===== config.mk =====
export PLATFORM = sky130hd
export DESIGN_NAME = pease_stage_sequencer_flat
export DESIGN_NICKNAME = d
export VERILOG_FILES = /design/src/rtl/pease_stage_sequencer_if.sv /design/src/rtl/pease_stage_sequencer.sv /design/src/flat_wrapper.sv
export SDC_FILE = /design/constraint.sdc
export NUM_CORES = 1
export LEC_CHECK = 0
export BUFFER_PORTS_ARGS = -buffer_cell sky130_fd_sc_hd__buf_2
export CAP_MARGIN = 30
export CORE_AREA = 2 2 400 402
export CTS_CLUSTER_SIZE = 28
export DETAILED_ROUTE_END_ITERATION = 10
export DIE_AREA = 0 0 402 404
export PLACE_DENSITY = 0.3
export RECOVER_POWER = 100
export REMOVE_ABC_BUFFERS = 1
export SLEW_MARGIN = 10
export SYNTH_ARGS = -nofsm -noshare
export SYNTH_HDL_FRONTEND = slang
export SYNTH_SLANG_ARGS = --single-unit

===== constraint.sdc =====
create_clock -name clk -period 5.4 [get_ports clk]
set_input_delay 0.27 -clock clk [delete_from_list [all_inputs] [get_ports clk]]
set_output_delay 0.27 -clock clk [all_outputs]
set_load 0.01 [all_outputs]

===== src/rtl/pease_stage_sequencer_if.sv =====
// Bundle of the frame handshakes and the stage-datapath bus around the
// Pease stage sequencer. The sequencer side drives ready/valid/result and the
// datapath operands. The environment side drives frames, downstream ready and
// the datapath result.
interface pease_stage_sequencer_if #(
  parameter int N_SAMPLES = 8,
  parameter int BIT_WIDTH = 32,
  parameter int SW        = 2
);
  logic                                recv_val;
  logic                                recv_rdy;
  logic [N_SAMPLES-1:0][BIT_WIDTH-1:0] recv_msg;
  logic                                send_val;
  logic                                send_rdy;
  logic [N_SAMPLES-1:0][BIT_WIDTH-1:0] send_msg;
  logic [N_SAMPLES-1:0][BIT_WIDTH-1:0] dp_in;
  logic [N_SAMPLES-1:0][BIT_WIDTH-1:0] dp_out;
  logic [SW-1:0]                       dp_stage;
  logic                                busy;

  modport master (
    input  recv_val, recv_msg, send_rdy, dp_out,
    output recv_rdy, send_val, send_msg, dp_in, dp_stage, busy
  );

  modport slave (
    output recv_val, recv_msg, send_rdy, dp_out,
    input  recv_rdy, send_val, send_msg, dp_in, dp_stage, busy
  );
endinterface


===== src/rtl/pease_stage_sequencer.sv =====
// Frame-level controller for one shared Pease FFT stage datapath.
// It captures a frame and feeds it through the datapath LOG2N times, one
// stage index per pass. Each pass takes STAGE_LAT cycles. It then offers the
// frame downstream. In DONE it can hand off the result and take the next
// frame in the same cycle.
module pease_stage_sequencer #(
  parameter int N_SAMPLES = 8,
  parameter int BIT_WIDTH = 32,
  parameter int STAGE_LAT = 1
) (
  input  logic                   clk,
  input  logic                   reset,
  pease_stage_sequencer_if.master io
);
  localparam int LOG2N = $clog2(N_SAMPLES);
  localparam int SW    = (LOG2N > 1) ? $clog2(LOG2N) : 1;
  localparam int WW    = (STAGE_LAT > 1) ? $clog2(STAGE_LAT) : 1;

  typedef enum logic [1:0] {
    IDLE    = 2'd0,
    COMPUTE = 2'd1,
    DONE    = 2'd2
  } state_t;

  state_t               state_reg;
  logic [BIT_WIDTH-1:0] buf_reg [N_SAMPLES];
  logic [SW-1:0]        stage_reg;
  logic [WW-1:0]        wcnt_reg;
  logic                 accept;

  // Ready is combinational from send_rdy so DONE can drain and refill in one cycle.
  // While reset is high, every handshake output is forced low.
  assign io.recv_rdy = !reset && ((state_reg == IDLE) ||
                                  ((state_reg == DONE) && io.send_rdy));
  assign io.send_val = !reset && (state_reg == DONE);
  assign io.busy     = !reset && (state_reg == COMPUTE);
  assign io.dp_stage = reset ? '0 : stage_reg;
  assign accept      = io.recv_val && io.recv_rdy;

  // The working buffer is both the datapath operand and the result frame.
  for (genvar gi = 0; gi < N_SAMPLES; gi++) begin : g_buf_out
    assign io.dp_in[gi]    = buf_reg[gi];
    assign io.send_msg[gi] = buf_reg[gi];
  end

  // Frame FSM: capture, recirculate through the stage datapath, present the result.
  always_ff @(posedge clk) begin
    if (reset) begin
      state_reg <= IDLE;
      stage_reg <= '0;
      wcnt_reg  <= '0;
      for (int i = 0; i < N_SAMPLES; i++) buf_reg[i] <= '0;
    end else begin
      case (state_reg)
        IDLE, DONE: begin
          if (accept) begin
            for (int i = 0; i < N_SAMPLES; i++) buf_reg[i] <= io.recv_msg[i];
            stage_reg <= '0;
            wcnt_reg  <= '0;
            state_reg <= COMPUTE;
          end else if ((state_reg == DONE) && io.send_rdy) begin
            state_reg <= IDLE;
          end
        end
        COMPUTE: begin
          if (wcnt_reg == WW'(STAGE_LAT - 1)) begin
            // dp_out is valid on the last cycle of the pass.
            for (int i = 0; i < N_SAMPLES; i++) buf_reg[i] <= io.dp_out[i];
            wcnt_reg <= '0;
            if (stage_reg == SW'(LOG2N - 1)) begin
              state_reg <= DONE;
            end else begin
              stage_reg <= stage_reg + SW'(1);
            end
          end else begin
            wcnt_reg <= wcnt_reg + WW'(1);
          end
        end
        default: state_reg <= IDLE;
      endcase
    end
  end
endmodule


===== src/flat_wrapper.sv =====
// flat-port wrapper written by rule: the top's interface ports become plain ports
module pease_stage_sequencer_flat 
#(
  parameter int N_SAMPLES = 8,
  parameter int BIT_WIDTH = 32,
  parameter int STAGE_LAT = 1
)
  (clk, reset, io_recv_val, io_recv_msg, io_send_rdy, io_dp_out, io_recv_rdy, io_send_val, io_send_msg, io_dp_in, io_dp_stage, io_busy);
  pease_stage_sequencer_if #(.N_SAMPLES(N_SAMPLES), .BIT_WIDTH(BIT_WIDTH), .SW((2))) io_i ();
  input  logic clk;
  input  logic reset;
  input wire logic [$bits(io_i.recv_val)-1:0] io_recv_val;
  input wire logic [$bits(io_i.recv_msg)-1:0] io_recv_msg;
  input wire logic [$bits(io_i.send_rdy)-1:0] io_send_rdy;
  input wire logic [$bits(io_i.dp_out)-1:0] io_dp_out;
  output wire logic [$bits(io_i.recv_rdy)-1:0] io_recv_rdy;
  output wire logic [$bits(io_i.send_val)-1:0] io_send_val;
  output wire logic [$bits(io_i.send_msg)-1:0] io_send_msg;
  output wire logic [$bits(io_i.dp_in)-1:0] io_dp_in;
  output wire logic [$bits(io_i.dp_stage)-1:0] io_dp_stage;
  output wire logic [$bits(io_i.busy)-1:0] io_busy;
  assign io_i.recv_val = io_recv_val;
  assign io_i.recv_msg = io_recv_msg;
  assign io_i.send_rdy = io_send_rdy;
  assign io_i.dp_out = io_dp_out;
  assign io_recv_rdy = io_i.recv_rdy;
  assign io_send_val = io_i.send_val;
  assign io_send_msg = io_i.send_msg;
  assign io_dp_in = io_i.dp_in;
  assign io_dp_stage = io_i.dp_stage;
  assign io_busy = io_i.busy;
  pease_stage_sequencer #(.N_SAMPLES(N_SAMPLES), .BIT_WIDTH(BIT_WIDTH), .STAGE_LAT(STAGE_LAT)) u_core (.clk(clk), .reset(reset), .io(io_i));
endmodule

==> results.cfg, run 1 <==
[place]
hpwl_um = 95780
globalplace.congestion = 0.9004
port_buffers = 1032

[floorplan]
start_util_pct = 8.070
die_h_um = 404
fp.dieW_um = 402
io-pin-count = 1033
dieArea_um2 = 162400
fp-row-count = 146
coreArea_um2 = 157800

[setup_path]
slowest_delay_ns = 1.48
rr_worst_depth = 5
cp.buffers_inverters = 3
cpMostUsedCell = clkbuf_1
cp-start-kind = input pin
critPathCaptureType = register
crit_start = reset
timing.rr.end = u_core.buf_reg[0][159]
critPathTopFamily = buffers and inverters
critPathKind = input pin to register
worst-path-stages = 6
crit_end = u_core.buf_reg[0][168]
path_max_fanout = 32
crit_arrival_ns = 4.08
slowest_stage = clkbuf_1
crit_chain = dlygate4sd3_1 > clkbuf_1 > nor2_1 > and3_1 > or3_1 > clkbuf_1
reg2reg_from = u_core.state_reg[1]
regToRegSetupSlack_ns = 1.65
critical_path_required_ns = 5.57

[sta]
hold_viol = 0
slew_violations = 130
post-route-period-util_pct = 72.36
setup_viol = 0
layout_min_cycle_time_ns = 3.908
tightest_slew_ns = 2.059
relSlewSlack_pct = -37.25
max_freq_ghz = 0.2559
rsz0062_at_grt = no
skew_ns = 0.02555

[yosys]
synth_top_area_share_pct = 60.35
ys_seq_elements = 260
ys_types = 25
synth_top_cell_by_area = edfxtp_1
syn_inst = 991
syn_area_per_cell_um2 = 12.85
syn_area_um2 = 12740
ys_top_cells_by_area = edfxtp_1 (60%), buf_4 (15%), a22o_1 (13%)
seq_area_frac_synth_pct = 60.98
yosys_warnings = 0

[cells_and_area]
largest_reg_flops = 256
drive_above_1_share_pct = 26.25
mostFrequentLayoutCells = clkbuf_1 (522), buf_2 (516), dlygate4sd3_1 (449)
final_core_util_pct = 14.86
area_delta_synth_final_pct = 84.17
final_common_cell = clkbuf_1
nNetsFinal = 2722

[pwr]
ir_drop_mv = 0.1879
p_leak_uw = 0.009547
powerDensity_nw_per_um2 = 300.9
totalPowerFinal_uw = 7058

[routing]
post_drt_via_cell_ratio = 3.124
vias = 13490
routedLengthMet1_um = 43020
totalWireLength_um = 114800
met2_length_um = 54950
drc = 0
dr.max_layer_used = met5
wl_per_cell_um = 26.58
drtPass1Iterations = 5
met3WireLength_um = 13510
antenna_left = 0
dr.first_iter.drc_count = 694

[job]
maxCapViolations = 2

[clock_tree]
htreeDepth = 2
cts_buffers = 39
postCtsSetupRepairBufs = 0
path_clk_slew_ns = 0.07
cts.path.max_buffers = 3
ctsHoldBuffers = 449
cts_resized = 0
clock_sinks = 260
clockRootBuffer = clkbuf_16
clk_latency_ns = 0.59
cts_tree = done

[global_routing]
track_usage_pct = 13.38
grt-ovfl-total = 0
grt_start_max_net_pins = 135
grt_pass1_wl_um = 142200
grt_pass1_vias = 13530
grt_antenna_before_repair = 82

[outcome]
violations = capacitance limit, slew limit
status = finished with violations

[worst_hold_path]
worst_hold_path_type = input pin to register
Yosys cell counts:
library cell  instances
nor2b_1               2
clkbuf_1             11
buf_4               256
and2_1                2
inv_1                 1
o32ai_1               1
nor4_1                1
o21ai_0               1
ha_1                  1
and3_1                1
buf_2                36
a22oi_1               1
nor2_2                1
a31o_2                1
buf_6                16
or3_1                 3
nand3_1               1
a21oi_1              65
buf_1                 3
nand2b_1              3
nand2_1             128
nor2_1                4
a22o_1              192
dfxtp_1               4
edfxtp_1            256
where the power goes:
group	internal, uW	switching (uW)	total (uW)
logic	637	1060	1690
registers	2500	214	2710
clock network	1500	1150	2650
total	4640	2420	7060
how the worst min path moves through the flow:
stage	startpoint	endpoint	slack, ns	cells after the start
final	io_dp_out[243]	u_core.buf_reg[0][243]	0.06	3
after detailed placement	io_recv_msg[107]	u_core.buf_reg[0][107]	0.56	2
after floorplan	reset	u_core.state_reg[0]	0.34	1
after global placement	u_core.stage_reg[1]	u_core.stage_reg[1]	0.56	2
after global routing	io_recv_msg[201]	u_core.buf_reg[0][201]	0.03	3
after CTS	io_dp_out[232]	u_core.buf_reg[0][232]	0.0001	3
area by class of cell:
class                           count  area, um^2
Fill cell                       18180      134400
Timing Repair Buffer             1495        9174
Sequential cell                   260        7767
Multi-Input combinational cell    408        2636
Tap cell                         2072        2592
Clock buffer                       44        1016
Clock inverter                     28       242.7
Antenna cell                       10       25.02
Inverter                            1       3.754
tightest hold or removal path: cells and delay by family:
family	cells	cell delay, ns
buf+inv	1	0.11
simple gates	1	0.05
compound gates	1	0.11
layer usage:
metal / vias up / global-route usage (%)
met1: 6648 / 15.12
met3: 202 / 6.568
met5: - / 0
met2: 718 / 22.56
met4: 50 / 3.014
li1: 5871 / -
metrics by stage:
stage                     setup TNS (ns)  setup slack, ns  cell area (um^2)  cells  hold slack (ns)
final                                  0            1.492             23460   4318          0.05626
after global routing                   0            1.233             23450   4313          0.03316
after CTS                              0            2.274             24130   4308        0.0001197
after detailed placement               0            2.713             18380   3787           0.5584
after global placement                 0            2.687             18360   3786           0.5553
after floorplan                  -474.83           -1.944             10400    669           0.3391
logic make-up (layout without fill, tap and decap cells):
kind of cell / Yosys count / in the layout / share of synthesized area (%)
buf+inv: 323 / 1568 / 18.36
compound gates: 261 / 261 / 15.99
flops: 260 / 260 / 60.98
simple gates: 146 / 146 / 4.568
fa+ha+maj: 1 / 1 / 0.09822
other cells: 0 / 10 / 0
No activity file was read; power rests on OpenSTA's default activity.
==> run 2, diff against run 1 <==
--- a/config.mk
+++ b/config.mk
@@ -5,12 +5,13 @@
 export SDC_FILE = /design/constraint.sdc
 export NUM_CORES = 1
 export LEC_CHECK = 0
+export ABC_AREA = 1
 export BUFFER_PORTS_ARGS = -buffer_cell sky130_fd_sc_hd__buf_2
 export CAP_MARGIN = 30
-export CORE_AREA = 2 2 400 402
+export CORE_AREA = 2 2 407 409
 export CTS_CLUSTER_SIZE = 28
 export DETAILED_ROUTE_END_ITERATION = 10
-export DIE_AREA = 0 0 402 404
+export DIE_AREA = 0 0 409 411
 export PLACE_DENSITY = 0.3
 export RECOVER_POWER = 100
 export REMOVE_ABC_BUFFERS = 1
==> constraint.sdc (replaced) <==
create_clock -name clk -period 3.86 [get_ports clk]
set_input_delay 0.193 -clock clk [delete_from_list [all_inputs] [get_ports clk]]
set_output_delay 0.193 -clock clk [all_outputs]
set_load 0.01 [all_outputs]
==> results.cfg, run 2 <==
[outcome]
status = finished with violations
violations = capacitance limit, slew limit

[routing]
drc = 0
wl_per_cell_um = 22.60
vias = 14920
drtPass1Iterations = 5
post_drt_via_cell_ratio = 3.042
antenna_left = 0
totalWireLength_um = 110800
dr.first_iter.drc_count = 728

[place]
hpwl_um = 93090
port_buffers = 1032
place_ws_ns = 1.292
globalplace.congestion = 0.8730

[cells_and_area]
drive_above_1_share_pct = 22.32
mostFrequentLayoutCells = clkbuf_1 (526), buf_2 (514), dlygate4sd3_1 (506)
multi_input_area_um2 = 3049
register_area_um2 = 7767
nNetsFinal = 3192
final_common_cell = clkbuf_1
largest_reg_flops = 256
area_delta_synth_final_pct = 85.06
final_core_util_pct = 15.31
nFillCells = 18980

[setup_path]
critPathCaptureType = register
path_max_fanout = 62
cp-start-kind = input pin
timing.rr.end = u_core.buf_reg[0][212]
crit_arrival_ns = 3.73
reg2reg_from = u_core.state_reg[0]
critical_path_required_ns = 4.19
regToRegSetupSlack_ns = 0.70
critPathKind = input pin to register
rr_worst_depth = 7

[yosys]
ys_types = 24
syn_area_per_cell_um2 = 9.664
synth_top_cell_by_area = edfxtp_1
ys_seq_elements = 260
ys_top_cells_by_area = edfxtp_1 (57%), buf_4 (15%), nand2_1 (12%)
seq_area_frac_synth_pct = 57.29
synth_top_area_share_pct = 56.70
dominantRegCellSynth = edfxtp_1
async_reset_ff_share_pct = 0
yosysMostFrequentCell = nand2_1
ys_top_cells_by_count = nand2_1 (425), buf_4 (262), edfxtp_1 (256)
yosys_warnings = 0
syn_inst = 1403
synth-edff-count = 256
syn_area_um2 = 13560

[floorplan]
fp-row-count = 149
io-pin-count = 1033
die_h_um = 411
fp.dieW_um = 409
start_util_pct = 8.274
dieArea_um2 = 168100
coreArea_um2 = 163900

[pwr]
ir_drop_mv = 0.2653
totalPowerFinal_uw = 10140
powerDensity_nw_per_um2 = 404.2
p_leak_uw = 0.01073

[sta]
finalWorstSetupSlack_ns = 0.4630
setup_viol = 0
slew_violations = 63
max_freq_ghz = 0.2944
rsz0062_at_grt = no
relSlewSlack_pct = -5.973
hold_viol = 0
layout_min_cycle_time_ns = 3.397
skew_ns = 0.01634
tightest_slew_ns = 1.590
tns_ns = 0
post-route-period-util_pct = 88.00
holdWs_ns = 0.02116

[clock_tree]
postCtsSetupRepairBufs = 0
clockRootBuffer = clkbuf_16
cts_buffers = 42
ctsHoldBuffers = 506
htreeDepth = 2
path_clk_slew_ns = 0.06
clk_latency_ns = 0.61
cts_tree = done
clock_sinks = 260
cts.path.max_buffers = 3
cts_resized = 0

[worst_hold_path]
worst_hold_path_type = input pin to register
min_to = u_core.buf_reg[0][56]
min_path_cells = 3
worstHoldStart = io_dp_out[56]

[global_routing]
grt_pass1_vias = 15110
track_usage_pct = 12.52
grt-ovfl-total = 0
grt_pass1_wl_um = 140800
grt_start_max_net_pins = 84
grt_antenna_before_repair = 43

[job]
maxCapViolations = 1
==> run 2: cell types whose count changed after synthesis, moves of 3 or more <==
cell      previous run  this run
nand3_1              1        68
buf_6               16         6
nand2b_1             3         0
o21ai_0              1       152
clkbuf_1            11        26
o21ai_1              0        31
o21ai_2              0        10
nor2_1               4        10
inv_1                1       103
buf_4              256       262
a21oi_1             65         3
nand2_1            128       425
or3_1                3         0
a22o_1             192         0
==> run 2: layout make-up <==
type                    count  area share (%)
diodes                      9         0.08976
repair buffers           1559           38.96
flip-flops and latches    260           30.96
clock inverters            27           1.052
well taps                2189           10.92
clock buffers              48           4.279
multi-input cells         706           12.15
inverters                 106           1.596
==> run 2: critical path: stages <==
cell,delay (ns)
dlygate4sd3_1,0.54
clkbuf_1,0.47
inv_1,0.37
clkbuf_2,0.90
nand3_1,0.50
nand2_1,0.09
dlygate4sd3_1,0.55
==> run 2: worst max path at each step <==
| stage | from | endpoint | cells after the start | slack, ns |
|---|---|---|---|---|
| after floorplan | u_core.state_reg[0] | u_core.buf_reg[0][0] | 3 | -2.33 |
| after global placement | u_core.state_reg[0] | u_core.buf_reg[0][45] | 5 | 1.36 |
| after detailed placement | u_core.state_reg[0] | u_core.buf_reg[0][45] | 5 | 1.29 |
| after CTS | u_core.state_reg[1] | u_core.buf_reg[0][68] | 8 | 0.81 |
| after global routing | reset | u_core.buf_reg[0][175] | 6 | 0.31 |
| final | reset | u_core.buf_reg[0][200] | 7 | 0.46 |
==> run 2: power by group <==
part | total [uW] | switching [uW] | internal, uW
Combinational | 2420 | 1510 | 915
Clock | 3870 | 1610 | 2270
Sequential | 3850 | 333 | 3510
Total | 10100 | 3450 | 6690
==> run 2: cell families (layout without fill, tap and decap cells) <==
kind of cell    after synthesis  after routing  synth area share, %
fa+ha+maj                     1              1              0.09227
compound gates              196            196                7.512
other cells                   0              9                    0
buf+inv                     437           1740                20.03
flops                       260            260                57.29
simple gates                509            509                15.07
==> run 2: stage by stage <==
stage               cell area [um^2]  instances
global route                   25090       4902
floorplan                      11240       1072
CTS                            25820       4895
global placement               19400       4313
detailed placement             19420       4314
finish                         25090       4904
==> run 2: metal layers <==
layer / routed length (um) / part of all wire (%) / global-route usage [%] / up-vias
met5: 81 / 0.073 / 0 / -
met4: 2727 / 2.5 / 2.367 / 12
met3: 9059 / 8.2 / 3.827 / 140
met2: 54120 / 49 / 21.86 / 671
met1: 44820 / 40 / 15.12 / 7179
li1: - / - / - / 6917
==> run 3, diff against run 2 <==
--- a/config.mk
+++ b/config.mk
@@ -8,11 +8,13 @@
 export ABC_AREA = 1
 export BUFFER_PORTS_ARGS = -buffer_cell sky130_fd_sc_hd__buf_2
 export CAP_MARGIN = 30
-export CORE_AREA = 2 2 407 409
+export CELL_PAD_IN_SITES_DETAIL_PLACEMENT = 1
+export CELL_PAD_IN_SITES_GLOBAL_PLACEMENT = 1
+export CORE_AREA = 2 2 401 403
 export CTS_CLUSTER_SIZE = 28
 export DETAILED_ROUTE_END_ITERATION = 10
-export DIE_AREA = 0 0 409 411
-export PLACE_DENSITY = 0.3
+export DIE_AREA = 0 0 403 405
+export PLACE_DENSITY = 0.33
 export RECOVER_POWER = 100
 export REMOVE_ABC_BUFFERS = 1
 export SLEW_MARGIN = 10
==> results.cfg, run 3 (synthesis gave the netlist of run 2 again) <==
[outcome]
status = complete, no violations

[sta]
max_freq_ghz = 0.3089
layout_min_cycle_time_ns = 3.237
rsz0062_at_grt = no
hold_viol = 0
post-route-period-util_pct = 83.87
skew_ns = 0.01477
setup_viol = 0
finalWorstSetupSlack_ns = 0.6226
tightest_slew_ns = 1.477
relSlewSlack_pct = 1.503
slew_violations = 0

[global_routing]
grt_use_met3_pct = 3.675
grt.busiest_layer = met2
track_usage_pct = 12.92
grt-ovfl-total = 0
grt_use_met1_pct = 16.32
grt_util_met2_pct = 21.90
grt_pass1_wl_um = 141800
grt_start_max_net_pins = 89
grt_pass1_vias = 15580
grt_antenna_before_repair = 24

[cells_and_area]
largest_reg_flops = 256
nNetsFinal = 3181
final_common_cell = clkbuf_1
area_delta_synth_final_pct = 83.07
drive_above_1_share_pct = 22.18
fin_area_um2 = 24820
mostFrequentLayoutCells = clkbuf_1 (534), buf_2 (515), dlygate4sd3_1 (488)

[setup_path]
critPathTopFamily = buffers and inverters
path_max_fanout = 59
cpMostUsedCell = clkbuf_2
slowest_stage = clkbuf_2
critPathCaptureType = register
crit_chain = nand2_4 > clkbuf_2 > nand3_1 > clkbuf_2
critPathKind = register to register
crit_arrival_ns = 3.44
timing.rr.end = u_core.buf_reg[0][164]
cp-start-kind = register
rr_worst_depth = 4
regToRegSetupSlack_ns = 0.62
reg2reg_from = u_core.state_reg[0]
critical_path_required_ns = 4.06
cp.buffers_inverters = 2
slowest_delay_ns = 0.83

[place]
globalplace.congestion = 0.8795
place_ws_ns = 1.215
place_area_um2 = 19410
port_buffers = 1032
hpwl_um = 90480

[pwr]
pwr-share-clk_pct = 38.0
p_sw_uw = 3420
sequentialPowerShare_pct = 38.4
powerDensity_nw_per_um2 = 407.5
intPower_uw = 6693
ir_drop_mv = 0.2401
switching_share_pct = 33.82
p_leak_uw = 0.01065
comb_power_share_pct = 23.7

[floorplan]
coreArea_um2 = 159300
fp-row-count = 147
die_h_um = 405
io-pin-count = 1033
start_util_pct = 8.512
fp.dieW_um = 403
dieArea_um2 = 163200

[clock_tree]
cts_tree = done
cts_buffers = 40
htreeDepth = 2
postCtsSetupRepairBufs = 0
clock_sinks = 260
ctsHoldBuffers = 488
path_clk_slew_ns = 0.06
clk_latency_ns = 0.59
cts.path.max_buffers = 3
cts_resized = 0
clockRootBuffer = clkbuf_16

[worst_hold_path]
min_path_cells = 3
worst_hold_path_type = input pin to register
worstHoldStart = io_recv_msg[217]
min_to = u_core.buf_reg[0][217]

[routing]
antenna_left = 0
dr.first_iter.drc_count = 731
post_drt_via_cell_ratio = 3.079
totalWireLength_um = 110200
vias = 14730
drtPass1Iterations = 4
drc = 0
wl_per_cell_um = 23.04

[job]
maxCapViolations = 0
[run 3: changes by cell type in the layout (fill, tap and decap cells not counted), sizes merged, moves of 2 or more]
cell         before  now
diode             9    7
inv             109  106
dlygate4sd3     506  488
clkinv           17   14
buf             523  532
[run 3: per-layer routing]
| metal | wire [um] | part of all wire (%) | up-vias |
|---|---|---|---|
| met3 | 7757 | 7.0 | 97 |
| met4 | 1730 | 1.6 | 22 |
| met2 | 53290 | 48 | 547 |
| met5 | 123 | 0.11 | - |
| met1 | 47330 | 43 | 7187 |
| li1 | - | - | 6879 |
[run 3: worst register-to-register path: stages, from the launching register on]
cell and delay, ns:
dfxtp_1 0.52, nand2_4 0.20, clkbuf_2 0.83, nand3_1 0.40
clkbuf_2 0.83
[run 3: power groups by stage]
stage	sequential [uW]	combinational (uW)	clock, uW
after floorplan	4070	327	0
after global placement	3940	2220	0
after detailed placement	3940	2200	0
after CTS	3890	2660	4050
after global routing	3920	2610	4110
final	3880	2390	3840
[run 3: per-stage QoR]
stage | utilization [%] | hold slack (ns) | instances | power, uW | setup TNS [ns]
CTS | 16.06 | 0.0009061 | 4778 | 10610 | 0
global route | 15.57 | 0.008188 | 4779 | 10650 | 0
floorplan | - | 0.2654 | 1072 | 4397 | -425.18
global placement | 12.19 | 0.4626 | 4220 | 6158 | 0
finish | 15.58 | 0.03923 | 4785 | 10110 | 0
detailed placement | 12.19 | 0.4647 | 4220 | 6148 | 0
[run 3: cell type report]
cell class / instances / area [um^2]
clock inverter: 21 / 225.2
multi-input combinational: 706 / 3047
fill: 19190 / 134500
tap: 2086 / 2610
sequential: 260 / 7767
antenna: 7 / 17.52
inverter: 106 / 400.4
timing repair buffer: 1550 / 9697
clock buffer: 49 / 1056
[run 3: how the worst max path moves through the flow]
stage | start | to | depth (start not counted)
3_5_place_dp | u_core.state_reg[0] | u_core.stage_reg[1] | 7
5_1_grt | u_core.state_reg[0] | u_core.buf_reg[0][164] | 4
4_1_cts | u_core.state_reg[0] | u_core.buf_reg[0][44] | 6
6_report | u_core.state_reg[0] | u_core.buf_reg[0][164] | 4
2_1_floorplan | u_core.state_reg[0] | u_core.buf_reg[0][0] | 3
3_3_place_gp | u_core.state_reg[0] | u_core.stage_reg[1] | 7
